$ cat config.mk
export PLATFORM = sky130hd
export DESIGN_NAME = alu_arbiter_flat
export DESIGN_NICKNAME = d
export VERILOG_FILES = /design/src/rtl/alu_arbiter_pkg.sv /design/src/rtl/alu_arbiter_if.sv /design/src/rtl/alu_arbiter_rr.sv /design/src/rtl/alu_arbiter.sv /design/src/flat_wrapper.sv
export SDC_FILE = /design/constraint.sdc
export NUM_CORES = 1
export LEC_CHECK = 0
export CORE_UTILIZATION = 60
export CTS_CLUSTER_SIZE = 20
export DETAILED_ROUTE_END_ITERATION = 12
export DONT_BUFFER_PORTS = 1
export GPL_TIMING_DRIVEN = 0
export MAX_ROUTING_LAYER = met4
export PLACE_DENSITY_LB_ADDON = 0.25
export SYNTH_ARGS = -nofsm -noshare
export SYNTH_HDL_FRONTEND = slang
export SYNTH_SLANG_ARGS = --single-unit
$ cat constraint.sdc
create_clock -name clk -period 3.4 [get_ports clk]
set_input_delay 0.51 -clock clk [delete_from_list [all_inputs] [get_ports clk]]
set_output_delay 0.51 -clock clk [all_outputs]
set_load 0.005 [all_outputs]
$ cat src/rtl/alu_arbiter_pkg.sv
// Shared constants, opcodes and FSM encoding for the ALU arbiter.
// Imported by the interface, the arbiter and its round-robin helper.
package alu_pkg;

  localparam int WIDTH = 16;
  localparam int OPW   = 4;

  localparam logic [OPW-1:0] OP_INC  = 4'b0000;
  localparam logic [OPW-1:0] OP_DEC  = 4'b0001;
  localparam logic [OPW-1:0] OP_SUB  = 4'b0010;
  localparam logic [OPW-1:0] OP_ADD  = 4'b0011;
  localparam logic [OPW-1:0] OP_LAST = OP_ADD;

  typedef enum logic [1:0] {
    IDLE = 2'd0,
    EXEC = 2'd1,
    RESP = 2'd2
  } state_t;

  function automatic logic op_legal(input logic [OPW-1:0] op);
    return op <= OP_LAST;
  endfunction

endpackage

$ cat src/rtl/alu_arbiter_if.sv
// Requester and response handshake bundle for alu_arbiter.
// master = requesters/consumer side, slave = the arbiter.
interface alu_arbiter_if
  import alu_pkg::*;
#(
  parameter int W = WIDTH,
  parameter int O = OPW
);

  logic         req0_valid;
  logic         req0_ready;
  logic [W-1:0] req0_a;
  logic [W-1:0] req0_b;
  logic [O-1:0] req0_op;

  logic         req1_valid;
  logic         req1_ready;
  logic [W-1:0] req1_a;
  logic [W-1:0] req1_b;
  logic [O-1:0] req1_op;

  logic         rsp_valid;
  logic         rsp_ready;
  logic         rsp_id;
  logic [W-1:0] rsp_y;
  logic         rsp_c;
  logic         rsp_v;
  logic         rsp_z;
  logic         rsp_err;

  modport master (
    output req0_valid, req0_a, req0_b, req0_op,
    output req1_valid, req1_a, req1_b, req1_op,
    output rsp_ready,
    input  req0_ready, req1_ready,
    input  rsp_valid, rsp_id, rsp_y,
    input  rsp_c, rsp_v, rsp_z, rsp_err
  );

  modport slave (
    input  req0_valid, req0_a, req0_b, req0_op,
    input  req1_valid, req1_a, req1_b, req1_op,
    input  rsp_ready,
    output req0_ready, req1_ready,
    output rsp_valid, rsp_id, rsp_y,
    output rsp_c, rsp_v, rsp_z, rsp_err
  );

endinterface

$ cat src/rtl/alu_arbiter_rr.sv
// Two-way round-robin grant with the last-grant register.
// last resets to 1 so requester 0 wins the first contention.
module rr_arb2 (
  input  logic       clk,
  input  logic       rst_n,
  input  logic [1:0] valid,
  input  logic       upd,
  output logic       gnt_vld,
  output logic       gnt
);

  logic last;

  always_ff @(posedge clk or negedge rst_n) begin
    if (!rst_n) begin
      last <= 1'b1;
    end else if (upd) begin
      last <= gnt;
    end
  end

  always_comb begin
    gnt_vld = |valid;
    gnt     = (valid == 2'b11) ? ~last : valid[1];
  end

endmodule

$ cat src/rtl/alu_arbiter.sv
// Shares one external combinational ALU between two requesters.
// Grant, latch operands, one EXEC cycle, then hold a tagged response.
module alu_arbiter
  import alu_pkg::*;
#(
  parameter int WIDTH = 16,
  parameter int OPW   = 4
) (
  input  logic             clk,
  input  logic             rst_n,
  alu_arbiter_if.slave     bus,
  output logic [WIDTH-1:0] alu_a,
  output logic [WIDTH-1:0] alu_b,
  output logic [OPW-1:0]   alu_op,
  input  logic [WIDTH-1:0] alu_y,
  input  logic             alu_c,
  input  logic             alu_v,
  input  logic             alu_z,
  output logic             busy,
  output logic [15:0]      done_cnt
);

  state_t state, nxt;
  logic   gnt, gnt_vld;
  logic   acc, rsp_hs, idle, id_q;

  rr_arb2 u_arb (
    .clk     (clk),
    .rst_n   (rst_n),
    .valid   ({bus.req1_valid, bus.req0_valid}),
    .upd     (acc),
    .gnt_vld (gnt_vld),
    .gnt     (gnt)
  );

  assign idle = (state == IDLE);
  assign bus.req0_ready = idle && gnt_vld && !gnt && bus.req0_valid;
  assign bus.req1_ready = idle && gnt_vld && gnt && bus.req1_valid;
  assign acc = bus.req0_ready || bus.req1_ready;
  assign bus.rsp_valid = (state == RESP);
  assign rsp_hs = bus.rsp_valid && bus.rsp_ready;
  assign busy = !idle;

  always_ff @(posedge clk or negedge rst_n) begin
    if (!rst_n) begin
      state <= IDLE;
    end else begin
      state <= nxt;
    end
  end

  always_comb begin
    nxt = state;
    unique case (state)
      IDLE: if (acc) nxt = EXEC;
      EXEC: nxt = RESP;
      RESP: if (rsp_hs) nxt = IDLE;
      default: nxt = IDLE;
    endcase
  end

  // alu_* double as the operand registers and hold between operations
  always_ff @(posedge clk or negedge rst_n) begin
    if (!rst_n) begin
      alu_a  <= '0;
      alu_b  <= '0;
      alu_op <= '0;
      id_q   <= 1'b0;
    end else if (acc) begin
      alu_a  <= gnt ? bus.req1_a  : bus.req0_a;
      alu_b  <= gnt ? bus.req1_b  : bus.req0_b;
      alu_op <= gnt ? bus.req1_op : bus.req0_op;
      id_q   <= gnt;
    end
  end

  always_ff @(posedge clk or negedge rst_n) begin
    if (!rst_n) begin
      bus.rsp_id  <= 1'b0;
      bus.rsp_y   <= '0;
      bus.rsp_c   <= 1'b0;
      bus.rsp_v   <= 1'b0;
      bus.rsp_z   <= 1'b0;
      bus.rsp_err <= 1'b0;
    end else if (state == EXEC) begin
      bus.rsp_id <= id_q;
      if (op_legal(alu_op)) begin
        bus.rsp_y   <= alu_y;
        bus.rsp_c   <= alu_c;
        bus.rsp_v   <= alu_v;
        bus.rsp_z   <= alu_z;
        bus.rsp_err <= 1'b0;
      end else begin
        bus.rsp_y   <= '0;
        bus.rsp_c   <= 1'b0;
        bus.rsp_v   <= 1'b0;
        bus.rsp_z   <= 1'b0;
        bus.rsp_err <= 1'b1;
      end
    end
  end

  always_ff @(posedge clk or negedge rst_n) begin
    if (!rst_n) begin
      done_cnt <= 16'd0;
    end else if (rsp_hs) begin
      done_cnt <= done_cnt + 16'd1;
    end
  end

endmodule

$ cat src/flat_wrapper.sv
// flat-port wrapper written by rule: the top's interface ports become plain ports
module alu_arbiter_flat import alu_pkg::*;
#(
  parameter int WIDTH = 16,
  parameter int OPW   = 4
)
  (clk, rst_n, alu_a, alu_b, alu_op, alu_y, alu_c, alu_v, alu_z, busy, done_cnt, bus_req0_valid, bus_req0_a, bus_req0_b, bus_req0_op, bus_req1_valid, bus_req1_a, bus_req1_b, bus_req1_op, bus_rsp_ready, bus_req0_ready, bus_req1_ready, bus_rsp_valid, bus_rsp_id, bus_rsp_y, bus_rsp_c, bus_rsp_v, bus_rsp_z, bus_rsp_err);
  alu_arbiter_if bus_i ();
  input  logic clk;
  input  logic rst_n;
  output logic [WIDTH-1:0] alu_a;
  output logic [WIDTH-1:0] alu_b;
  output logic [OPW-1:0] alu_op;
  input  logic [WIDTH-1:0] alu_y;
  input  logic alu_c;
  input  logic alu_v;
  input  logic alu_z;
  output logic busy;
  output logic [15:0] done_cnt;
  input wire logic [$bits(bus_i.req0_valid)-1:0] bus_req0_valid;
  input wire logic [$bits(bus_i.req0_a)-1:0] bus_req0_a;
  input wire logic [$bits(bus_i.req0_b)-1:0] bus_req0_b;
  input wire logic [$bits(bus_i.req0_op)-1:0] bus_req0_op;
  input wire logic [$bits(bus_i.req1_valid)-1:0] bus_req1_valid;
  input wire logic [$bits(bus_i.req1_a)-1:0] bus_req1_a;
  input wire logic [$bits(bus_i.req1_b)-1:0] bus_req1_b;
  input wire logic [$bits(bus_i.req1_op)-1:0] bus_req1_op;
  input wire logic [$bits(bus_i.rsp_ready)-1:0] bus_rsp_ready;
  output wire logic [$bits(bus_i.req0_ready)-1:0] bus_req0_ready;
  output wire logic [$bits(bus_i.req1_ready)-1:0] bus_req1_ready;
  output wire logic [$bits(bus_i.rsp_valid)-1:0] bus_rsp_valid;
  output wire logic [$bits(bus_i.rsp_id)-1:0] bus_rsp_id;
  output wire logic [$bits(bus_i.rsp_y)-1:0] bus_rsp_y;
  output wire logic [$bits(bus_i.rsp_c)-1:0] bus_rsp_c;
  output wire logic [$bits(bus_i.rsp_v)-1:0] bus_rsp_v;
  output wire logic [$bits(bus_i.rsp_z)-1:0] bus_rsp_z;
  output wire logic [$bits(bus_i.rsp_err)-1:0] bus_rsp_err;
  assign bus_i.req0_valid = bus_req0_valid;
  assign bus_i.req0_a = bus_req0_a;
  assign bus_i.req0_b = bus_req0_b;
  assign bus_i.req0_op = bus_req0_op;
  assign bus_i.req1_valid = bus_req1_valid;
  assign bus_i.req1_a = bus_req1_a;
  assign bus_i.req1_b = bus_req1_b;
  assign bus_i.req1_op = bus_req1_op;
  assign bus_i.rsp_ready = bus_rsp_ready;
  assign bus_req0_ready = bus_i.req0_ready;
  assign bus_req1_ready = bus_i.req1_ready;
  assign bus_rsp_valid = bus_i.rsp_valid;
  assign bus_rsp_id = bus_i.rsp_id;
  assign bus_rsp_y = bus_i.rsp_y;
  assign bus_rsp_c = bus_i.rsp_c;
  assign bus_rsp_v = bus_i.rsp_v;
  assign bus_rsp_z = bus_i.rsp_z;
  assign bus_rsp_err = bus_i.rsp_err;
  alu_arbiter #(.WIDTH(WIDTH), .OPW(OPW)) u_core (.clk(clk), .rst_n(rst_n), .bus(bus_i), .alu_a(alu_a), .alu_b(alu_b), .alu_op(alu_op), .alu_y(alu_y), .alu_c(alu_c), .alu_v(alu_v), .alu_z(alu_z), .busy(busy), .done_cnt(done_cnt));
endmodule
==> summary.txt, run 1 <==
Run status
  – Status: finished, final reports clean

Drt
  – DRC violations left: 0
  – Vias/cell: 5.81
  – Vias: 2,156
  – Mean routed wirelength per cell: 18.8 um
  – Drt total wl: 6960 um
  – ANT nets after route: 0
  – Initial drt markers: 62
  – Number of iterations in the first detailed-routing pass: 4

Finish
  – Fillers: 373
  – P&R area growth vs syn: 10.3%
  – Final nets: 393
  – Ant diodes: 0
  – Share of layout cells above drive strength 1: 0.126
  – Non-Filler Instances: 371
  – Final core utilization: 0.700

Synth
  – Area contributors post-synth: dfrtp_1 58%, mux2i_1 11%, a21oi_1 5.6%, a22o_1 5.0%, nor2_1 4.9%
  – Count leader, synth: dfrtp_1
  – Synth warnings: 0
  – Commonest cells post-synth: 76 x dfrtp_1, 43 x nor2_1, 37 x a21oi_1
  – Async SR Flop Fraction: 1.00
  – Syn nets: 380
  – Post-Syn Area: 3310 um2
  – Seq cells post-synth: 77
  – EDFF count, synth: 0
  – Synth top area share: 0.575
  – Mean area per synthesized cell: 11.7 um2
  – Unique masters post-synth: 30
  – Register area share after synthesis: 0.583
  – Synth Flop Type: dfrtp_1
  – Post-Syn Instances: 283
  – Area leader, netlist: dfrtp_1

Power and ir drop
  – Leakage: 1.69 nW
  – PwrDens: 889 nW/um2
  – Peak VDD IR: 0.000574 V

Timing
  – Worst Tran Pin Value: 414 ps
  – Tmin final: 1980 ps
  – Relative slew slack: 0.724
  – Max Freq: 506 MHz
  – Setup TNS: 0 ps
  – RSZ-0062 raised after global routing: no
  – Final Hold Violating Endpoints: 0
  – Final worst-path cycle share: 0.581
  – Clk_skew: 6.07 ps
  – Final setup viols: 0
  – Final slew viol count: 0

Placement
  – Hpwl dp: 4920 um
  – IO buf count: 0
  – Placed Instances: 353
  – Gpl congestion: 0.736

Critical path
  – R2R setup slack: 1800 ps
  – Capturing point of the worst reg2reg path: u_core.done_cnt[8]$_DFFE_PN0P_
  – Startpoint Class: register
  – Crit Path Max Fanout: 10
  – Worst Path Required: 2890 ps
  – Nature of the critical path endpoint: primary output
  – Crit path from: u_core.u_arb.last$_DFFE_PN1P_
  – WS Path Type: reg -> out
  – Critical Path AT: 1470 ps
  – Reg2reg start: u_core.done_cnt[0]$_DFFE_PN0P_
  – Reg2reg path depth: 5

Floorplan
  – Starting Density: 0.635
  – Core box area: 5200 um2
  – Die Span X: 76.2 um
  – Height of the chip: 76.2 um
  – Ports: 173
  – Die footprint: 5810 um2
  – Core Rows: 26

Global route
  – Total GRT Usage: 0.263
  – Largest net degree at the start of global routing: 77
  – Global route total overflow: 0
  – First-pass GRT wire length: 11,300 um
  – Number of antenna violations at the first check in global routing: 0
  – Vias in the first global route: 2,314

Clocking
  – Worst skew pair latency: 340 ps
  – Clock-pin slew on the worst setup and hold paths: 80 ps
  – CTS buffer count: 9
  – Root Buffer: clkbuf_8
  – CTS tree: built
  – Htree depth: 3
  – Clock Tree Buf Depth: 2
  – Clock sink total: 77

Flow run
  – Max-capacitance violation count: 0

Hold path
  – HP Class: in -> async
## state kept, by name, summed over array words and instances (netlist names)
register            flops
u_core.state            2
u_core.bus.rsp_id       1
u_core.bus.rsp_z        1
u_core.bus.rsp_v        1
u_core.alu_a           16
u_core.bus.rsp_y       16
u_core.alu_b           16
u_core.bus.rsp_err      1
u_core.done_cnt        16
u_core.u_arb.last       1
u_core.bus.rsp_c        1
u_core.alu_op           4
u_core.id_q             1
## worst max-delay path by stage
stage                                end  slack [ps]
final                     bus_req0_ready        1420
after global routing      bus_req0_ready        1360
after CTS                 bus_req0_ready        1400
after detailed placement  bus_req0_ready        1710
after global placement    bus_req0_ready        1720
after floorplan           bus_req0_ready        1790
## final cells by class
type	instances	area [um2]	share of cell area
sequential	77	1930	0.529
buffer	16	121	0.0333
inverter	4	15.0	0.00412
clock buffer	9	124	0.0340
tap	70	87.6	0.0240
clock inverter	7	90.1	0.0247
timing repair buffer	2	37.5	0.0103
multi-input combinational	186	1240	0.341
## timing repair
| item | 4_1_cts | 5_1_grt |
|---|---|---|
| resized for setup | 0 | 0 |
| hold endpoints to repair | 76 | 0 |
| buffers inserted | 0 | 0 |
| hold buffers | 2 | 0 |
## metal layers
metal / vias up / global-route usage / part of all wire / wire, um
met5: - / - / 0 / 0
met4: 0 / 0.108 / 0.016 / 112
met3: 9 / 0.0994 / 0.086 / 601
met2: 114 / 0.437 / 0.51 / 3560
met1: 1025 / 0.283 / 0.39 / 2690
li1: 1008 / - / - / -
## worst max-delay path, cell delays in order, from the launching register on
cell,delay (ps)
dfstp_2,550
a21boi_2,60
buf_6,150
buf_4,190
nor2_1,170
## report_power, final
| group | switching, W | internal [W] | leakage (nW) | total (W) |
|---|---|---|---|---|
| clock network | 0.000327 | 0.000409 | 0.105 | 0.000736 |
| logic | 0.000479 | 0.000404 | 0.648 | 0.000883 |
| registers | 0.000332 | 0.00129 | 0.936 | 0.00162 |
| total | 0.00114 | 0.00210 | 1.69 | 0.00324 |
## layout by cell type (no fill, tap or decap)
cell and count:
dfrtp_1 76, nor2_1 43, a21oi_1 37, mux2i_1 36, a22o_1 19, xnor2_1 11
nand2_1 10, clkbuf_8 9, buf_2 7, buf_6 6, nand3_1 6, inv_1 4
xor2_1 4, clkinv_2 3, buf_4 2, nand2b_1 2, nand4_1 2, nor3_1 2
mux2_2 2, o21ai_0 2, clkinvlp_4 2, bufinv_16 2, a21boi_2 1, and2_1 1
o21a_1 1, nand4b_1 1, nand3b_4 1, nor3_4 1, nor4_1 1, and3_1 1
clkbuf_1 1, a21o_1 1, ha_1 1, buf_16 1, dlygate4sd3_1 1, dfstp_2 1
## metrics by stage
step / instance area, um2 / hold slack (ps) / setup slack [ps] / total power (W)
floorplan: 3310 / 214 / 1790 / 0.00226
global placement: 3390 / 216 / 1720 / 0.00247
detailed placement: 3390 / 216 / 1710 / 0.00251
CTS: 3650 / 57.7 / 1400 / 0.00328
global route: 3650 / 58.3 / 1360 / 0.00346
finish: 3650 / 32.4 / 1420 / 0.00324
## logic make-up (layout without fill, tap and decap cells)
logic type,after synthesis,after routing,synth area share
AO/OA/AOI/OAI,61,61,0.117
XOR/XNOR,15,15,0.0397
multiplexers,38,38,0.116
flip-flops,77,77,0.583
adder cells (fa/ha/maj),1,1,0.00378
AND/OR/NAND/NOR,71,71,0.0991
buffers and inverters,20,38,0.0412
No activity file was read; power rests on OpenSTA's default activity.
==> run 2, diff against run 1 <==
--- a/config.mk
+++ b/config.mk
@@ -5,7 +5,7 @@
 export SDC_FILE = /design/constraint.sdc
 export NUM_CORES = 1
 export LEC_CHECK = 0
-export CORE_UTILIZATION = 60
+export CORE_UTILIZATION = 56
 export CTS_CLUSTER_SIZE = 20
 export DETAILED_ROUTE_END_ITERATION = 12
 export DONT_BUFFER_PORTS = 1
==> constraint.sdc (replaced) <==
create_clock -name clk -period 1.8 [get_ports clk]
set_input_delay 0.27 -clock clk [delete_from_list [all_inputs] [get_ports clk]]
set_output_delay 0.27 -clock clk [all_outputs]
set_load 0.005 [all_outputs]
==> run 2 against run 1 <==
  * The flow now finishes with violations (hold timing)
  * Largest power group unchanged
  * First-iteration DRC count increased by 24%
  * Sequential share of layout area increased by 0.46 points
  * Global-route usage decreased by 2.3 points
  * Via count decreased by 0.28%
  * Total power increased by 88%
  * Final area decreased by 0.86%
  * Critical path type unchanged
  * Worst setup slack got worse by 1300 ps
  * Final cell count unchanged
  * Combinational power increased by 83%
  * Clock power increased by 94%
  * Flip-flop and latch count unchanged
==> summary.txt, run 2 (synthesis gave the netlist of run 1 again) <==
Clocking
  – Clock sink total: 77 (unchanged)
  – Post-CTS setup buffers: 0 (unchanged)
  – Clock-pin slew on the worst setup and hold paths: 80 ps (about the same)
  – Worst skew pair latency: 340 ps (about the same)
  – CTS tree: built (unchanged)
  – Root Buffer: clkbuf_8 (unchanged)
  – Clock Tree Buf Depth: 2 (unchanged)
  – CTS buffer count: 9 (unchanged)
  – Htree depth: 3 (unchanged)

Drt
  – Mean routed wirelength per cell: 18.3 um (was 18.8 um)
  – ANT nets after route: 0 (unchanged)
  – DRC violations left: 0 (unchanged)
  – Number of iterations in the first detailed-routing pass: 4 (unchanged)
  – Vias/cell: 5.80 (was 5.81)
  – Initial drt markers: 77 (was 62)
  – Drt total wl: 6810 um (was 6960 um)
  – Vias: 2,150 (was 2,156)

Critical path
  – Reg2reg path depth: 5 (unchanged)
  – Cell family with most CP delay: flip-flops (unchanged)
  – CP Buf/Inv Count: 2 (unchanged)
  – Critical Path AT: 1430 ps (was 1470 ps)
  – Slowest-stage cell, CP: dfstp_2 (unchanged)
  – WS Path Type: reg -> out (unchanged)
  – Worst Path Required: 1530 ps (was 2890 ps)
  – Startpoint Class: register (unchanged)
  – Critical-path cell list: a21boi_2 -> buf_6 -> buf_4 -> nor2_1 (unchanged)
  – Crit Path Max Fanout: 10 (unchanged)
  – Cell depth of the worst setup path: 4 (unchanged)
  – Nature of the critical path endpoint: primary output (unchanged)
  – Slowest stage delay, CP: 550 ps (about the same)

Global route
  – Number of antenna violations at the first check in global routing: 0 (unchanged)
  – Global route total overflow: 0 (unchanged)
  – Total GRT Usage: 0.240 (was 0.263)
  – Largest net degree at the start of global routing: 78 (was 77)
  – Vias in the first global route: 2,223 (was 2,314)
  – First-pass GRT wire length: 11,000 um (was 11,300 um)

Floorplan
  – Die Span X: 78.8 um (was 76.2 um)
  – Core box area: 5610 um2 (was 5200 um2)
  – Core Rows: 27 (was 26)
  – Height of the chip: 78.8 um (was 76.2 um)
  – Starting Density: 0.590 (was 0.635)
  – Ports: 173 (unchanged)
  – Die footprint: 6220 um2 (was 5810 um2)

Timing
  – Max Freq: 587 MHz
  – Hold slack: -386 ps (was 32.4 ps)
  – Setup TNS: 0 ps (unchanged)
  – Worst Tran Pin Value: 406 ps (was 414 ps)
  – Final worst-path cycle share: 0.946
  – Final setup viols: 0 (unchanged)
  – Final Hold Violating Endpoints: 77 (was 0)
  – Relative slew slack: 0.730 (was 0.724)
  – Clk_skew: 7.66 ps (was 6.07 ps)
  – Final slew viol count: 0 (unchanged)
  – RSZ-0062 raised after global routing: no (unchanged)
  – Tmin final: 1700 ps

Finish
  – P&R area growth vs syn: 9.31% (was 10.3%)
  – Final nets: 391 (was 393)
  – Ant diodes: 0 (unchanged)
  – Fillers: 434 (was 373)
  – Commonest non-fill, non-tap cells in the layout: 76 x dfrtp_1, 43 x nor2_1, 37 x a21oi_1 (unchanged)
  – Commonest non-fill, non-tap cell in the layout: dfrtp_1 (unchanged)
  – Share of layout cells above drive strength 1: 0.114 (was 0.126)
  – Final core utilization: 0.645 (was 0.700)

Placement
  – IO buf count: 0 (unchanged)
  – Hpwl dp: 4890 um (was 4920 um)
  – Gpl congestion: 0.744 (was 0.736)

Run status
  – Violated checks: hold timing
  – Status: finished, violations left (was finished, final reports clean)

Hold path
  – HP Class: in -> async (unchanged)

Power and ir drop
  – PwrDens: 1690 nW/um2 (was 889 nW/um2)
  – Clock network power share: 0.234 (was 0.227)
  – Reg power frac: 0.501 (about the same)
  – Peak VDD IR: 0.000845 V (was 0.000574 V)
  – Part of the power in combinational logic: 0.265 (was 0.272)
  – Switching pwr: 0.00209 W (was 0.00114 W)
  – Leakage: 1.67 nW (was 1.69 nW)
  – Net Sw Frac: 0.342 (was 0.351)
  – Internal Dissipation: 0.00402 W (was 0.00210 W)

Flow run
  – Max-capacitance violation count: 0 (unchanged)
==> run 2: cell types whose count changed in the layout (fill, tap and decap cells not counted) <==
cell | previous run | this run
clkbuf_1 | 1 | 4
buf_16 | 1 | 0
clkinv_2 | 3 | 0
clkinv_4 | 0 | 1
clkinvlp_4 | 2 | 0
dlygate4sd3_1 | 1 | 0
clkbuf_8 | 9 | 10
==> run 2: path summary, 6_finish.rpt <==
check / slack, ps / startpoint / to
max: 100 / u_core.u_arb.last$_DFFE_PN1P_ / bus_req0_ready
min: -390 / rst_n / u_core.bus.rsp_y[6]$_DFFE_PN0N_
max reg2reg: 260 / u_core.state[1]$_DFFE_PN0P_ / u_core.alu_op[1]$_DFFE_PN0P_
min reg2reg: 490 / u_core.id_q$_DFFE_PN0P_ / u_core.id_q$_DFFE_PN0P_
max in group asynchronous: 1990 / rst_n / u_core.u_arb.last$_DFFE_PN1P_
min in group clk: 40 / bus_rsp_ready / u_core.state[1]$_DFFE_PN0P_
==> run 2: layer usage <==
layer	GRT usage	wire, um
met5	-	0
met4	0.116	101
met3	0.0805	622
met2	0.378	3390
met1	0.278	2690
==> run 2: repair_timing <==
action / CTS / global route
endpoints found under the hold margin: 77 / 77
gates resized for setup: 0 / 0
endpoints found under the setup margin: 0 / 0
==> run 2: power groups by stage <==
stage | clock [W] | sequential, W | combinational (W)
floorplan | 0 | 0.00292 | 0.00135
global route | 0.00153 | 0.00317 | 0.00185
detailed placement | 0 | 0.00310 | 0.00164
global placement | 0 | 0.00309 | 0.00158
finish | 0.00143 | 0.00306 | 0.00162
CTS | 0.00144 | 0.00308 | 0.00164
==> run 2: area by class of cell <==
class	instances	area (um2)	share of cell area
tap	72	90.1	0.0249
clock inverter	3	68.8	0.0190
multi-input combinational	186	1240	0.344
clock buffer	13	149	0.0412
inverter	4	15.0	0.00415
sequential	77	1930	0.533
buffer	16	121	0.0336
==> run 2: stage by stage <==
stage                     cells  power [W]  worst slack, ps  instance area (um2)
after floorplan             283    0.00427              477                 3310
after global placement      355    0.00467              276                 3400
after detailed placement    355    0.00475              255                 3400
after CTS                   371    0.00617             79.1                 3610
after global routing        371    0.00654             24.9                 3610
final                       371    0.00611             97.2                 3610
==> run 2: worst reg2reg max path, stage by stage (launching register included) <==
cell	delay, ps
dfrtp_1	440
nor2_1	290
o21a_1	190
buf_6	140
buf_2	240
a21oi_1	110
==> run 3, diff against run 2 <==
--- a/config.mk
+++ b/config.mk
@@ -5,6 +5,7 @@
 export SDC_FILE = /design/constraint.sdc
 export NUM_CORES = 1
 export LEC_CHECK = 0
+export CORE_ASPECT_RATIO = 1.4
 export CORE_UTILIZATION = 56
 export CTS_CLUSTER_SIZE = 20
 export DETAILED_ROUTE_END_ITERATION = 12
==> run 3 against run 2 <==
  * Largest power group unchanged
  * Utilization fell by 0.13 points
  * Critical path type unchanged
  * Critical endpoint unchanged
  * Non-clock buffer count did not move
  * Global-route usage fell by 0.080 points
  * Routed wire length rose by 2.6%
  * Register-to-register slack got worse by 40 ps
  * The run still ends with hold timing left
==> summary.txt, run 3 (synthesis gave the netlist of run 1 again) <==
Floorplan
  – Ports: 173 (unchanged)
  – Starting Density: 0.590 (about the same)
  – Height of the chip: 92.9 um (was 78.8 um)
  – Die footprint: 6220 um2 (about the same)
  – Core box area: 5610 um2 (about the same)
  – Die Span X: 66.9 um (was 78.8 um)
  – Core Rows: 32 (was 27)

Finish
  – Finished Cell Area: 3610 um2 (about the same)
  – Commonest non-fill, non-tap cell in the layout: dfrtp_1 (unchanged)
  – P&R area growth vs syn: 9.04% (was 9.31%)
  – Commonest non-fill, non-tap cells in the layout: 76 x dfrtp_1, 41 x nor2_1, 37 x a21oi_1 (was 76 x dfrtp_1, 43 x nor2_1, 37 x a21oi_1)
  – Ant diodes: 0 (unchanged)
  – Fillers: 424 (was 434)
  – Final nets: 391 (unchanged)
  – Final core utilization: 0.643 (was 0.645)
  – Non-Filler Instances: 367 (was 371)
  – Share of layout cells above drive strength 1: 0.130 (was 0.114)

Drt
  – ANT nets after route: 0 (unchanged)
  – Mean routed wirelength per cell: 19.0 um (was 18.3 um)
  – Number of iterations in the first detailed-routing pass: 4 (unchanged)
  – Vias/cell: 5.89 (was 5.80)
  – Initial drt markers: 109 (was 77)
  – Vias: 2,160 (was 2,150)
  – Drt total wl: 6980 um (was 6810 um)
  – DRC violations left: 0 (unchanged)

Global route
  – Total GRT Usage: 0.240 (about the same)
  – First-pass GRT wire length: 10,500 um (was 11,000 um)
  – Vias in the first global route: 2,161 (was 2,223)
  – Global route total overflow: 0 (unchanged)
  – Largest net degree at the start of global routing: 78 (unchanged)
  – Number of antenna violations at the first check in global routing: 0 (unchanged)

Placement
  – Placed Area: 3390 um2 (was 3400 um2)
  – Placed Instances: 351 (was 355)
  – Hpwl dp: 5030 um (was 4890 um)
  – IO buf count: 0 (unchanged)
  – Gpl congestion: 0.744 (about the same)

Timing
  – Worst Tran Pin Value: 421 ps (was 406 ps)
  – Clk_skew: 9.22 ps (was 7.66 ps)
  – Final Hold Violating Endpoints: 77 (unchanged)
  – Final slew viol count: 0 (unchanged)
  – Setup TNS: 0 ps (unchanged)
  – Final setup viols: 0 (unchanged)
  – Max Freq: 582 MHz (was 587 MHz)
  – Final worst-path cycle share: 0.954 (was 0.946)
  – RSZ-0062 raised after global routing: no (unchanged)
  – Tmin final: 1720 ps (was 1700 ps)
  – Hold slack: -399 ps (was -386 ps)
  – Relative slew slack: 0.719 (was 0.730)

Critical path
  – Critical-path cell list: a21boi_2 -> buf_6 -> buf_4 -> nor2_2 (was a21boi_2 -> buf_6 -> buf_4 -> nor2_1)
  – Nature of the critical path endpoint: primary output (unchanged)
  – Slowest-stage cell, CP: dfstp_2 (unchanged)
  – Capturing point of the worst reg2reg path: u_core.done_cnt[8]$_DFFE_PN0P_ (was u_core.alu_op[1]$_DFFE_PN0P_)
  – Startpoint Class: register (unchanged)
  – WS Path Type: reg -> out (unchanged)
  – R2R setup slack: 220 ps (was 260 ps)
  – Crit Path Max Fanout: 10 (unchanged)
  – Slowest stage delay, CP: 550 ps (about the same)
  – Worst Path Required: 1530 ps (about the same)
  – Reg2reg start: u_core.done_cnt[0]$_DFFE_PN0P_ (was u_core.state[1]$_DFFE_PN0P_)
  – Reg2reg path depth: 5 (unchanged)
  – Critical Path AT: 1450 ps (was 1430 ps)

Clocking
  – Root Buffer: clkbuf_8 (unchanged)
  – CTS buffer count: 9 (unchanged)
  – Clock Tree Buf Depth: 2 (unchanged)
  – CTS tree: built (unchanged)
  – Htree depth: 3 (unchanged)
  – Worst skew pair latency: 350 ps (was 340 ps)
  – Clock-pin slew on the worst setup and hold paths: 80 ps (about the same)
  – Clock sink total: 77 (unchanged)

Power and ir drop
  – Peak VDD IR: 0.00102 V (was 0.000845 V)
  – PwrDens: 1680 nW/um2 (was 1690 nW/um2)
  – Leakage: 1.67 nW (about the same)

Run status
  – Violated checks: hold timing (unchanged)
  – Status: finished, violations left (unchanged)

Hold path
  – HP Class: in -> async (unchanged)

Flow run
  – Max-capacitance violation count: 0 (unchanged)
## run 3: cell count changes in the layout (fill, tap and decap cells not counted), sizes merged
cell      delta
clkinv       +1
inv          +1
clkinvlp     +2
bufinv       -1
clkbuf       -3
## run 3: metal layers
| metal | vias to the layer above | track usage | part of all wire |
|---|---|---|---|
| li1 | 1006 | - | - |
| met2 | 111 | 0.372 | 0.50 |
| met5 | - | - | 0 |
| met4 | 0 | 0.122 | 0.024 |
| met3 | 14 | 0.0640 | 0.087 |
| met1 | 1029 | 0.282 | 0.39 |
## run 3: how the worst max path moves through the flow
stage,start,endpoint,slack (ps)
3_5_place_dp,u_core.done_cnt[0]$_DFFE_PN0P_,u_core.done_cnt[8]$_DFFE_PN0P_,230
4_1_cts,u_core.u_arb.last$_DFFE_PN1P_,bus_req0_ready,40
3_3_place_gp,u_core.done_cnt[0]$_DFFE_PN0P_,u_core.done_cnt[8]$_DFFE_PN0P_,260
5_1_grt,u_core.u_arb.last$_DFFE_PN1P_,bus_req0_ready,30
6_report,u_core.u_arb.last$_DFFE_PN1P_,bus_req0_ready,80
2_1_floorplan,u_core.done_cnt[0]$_DFFE_PN0P_,u_core.done_cnt[8]$_DFFE_PN0P_,480
## run 3: worst max-delay path: cells and delay by family, from the launching register on
kind                   cells  cell delay (ps)
DFF                        1              550
buffers and inverters      2              340
and+or+nand+nor            1              140
AOI/OAI and AO/OA          1               60
## run 3: report_power, final
group          switching (W)  internal (W)
registers           0.000650       0.00244
logic               0.000874      0.000760
clock network       0.000657      0.000687
## run 3: repair_timing
action | in CTS | in global routing
gates resized for setup | 0 | 2
setup buffers | 0 | 0
hold endpoints to repair | 77 | 77
endpoints found under the setup margin | 0 | 1
## run 3: layout make-up
type	count	area, um2	share of cell area
buffer	16	121	0.0337
clock buffer	10	138	0.0382
clock inverter	6	71.3	0.0198
inverter	4	15.0	0.00416
multi-input combinational	186	1250	0.346
sequential	77	1930	0.535
tap	68	85.1	0.0236
## run 3: stage by stage
| stage | power [W] | setup slack, ps | hold WS (ps) |
|---|---|---|---|
| floorplan | 0.00427 | 477 | -25.6 |
| CTS | 0.00611 | 40.1 | -409 |
| detailed placement | 0.00476 | 233 | -23.8 |
| global route | 0.00648 | 34.6 | -421 |
| finish | 0.00607 | 82.9 | -399 |
| global placement | 0.00467 | 257 | -24.2 |
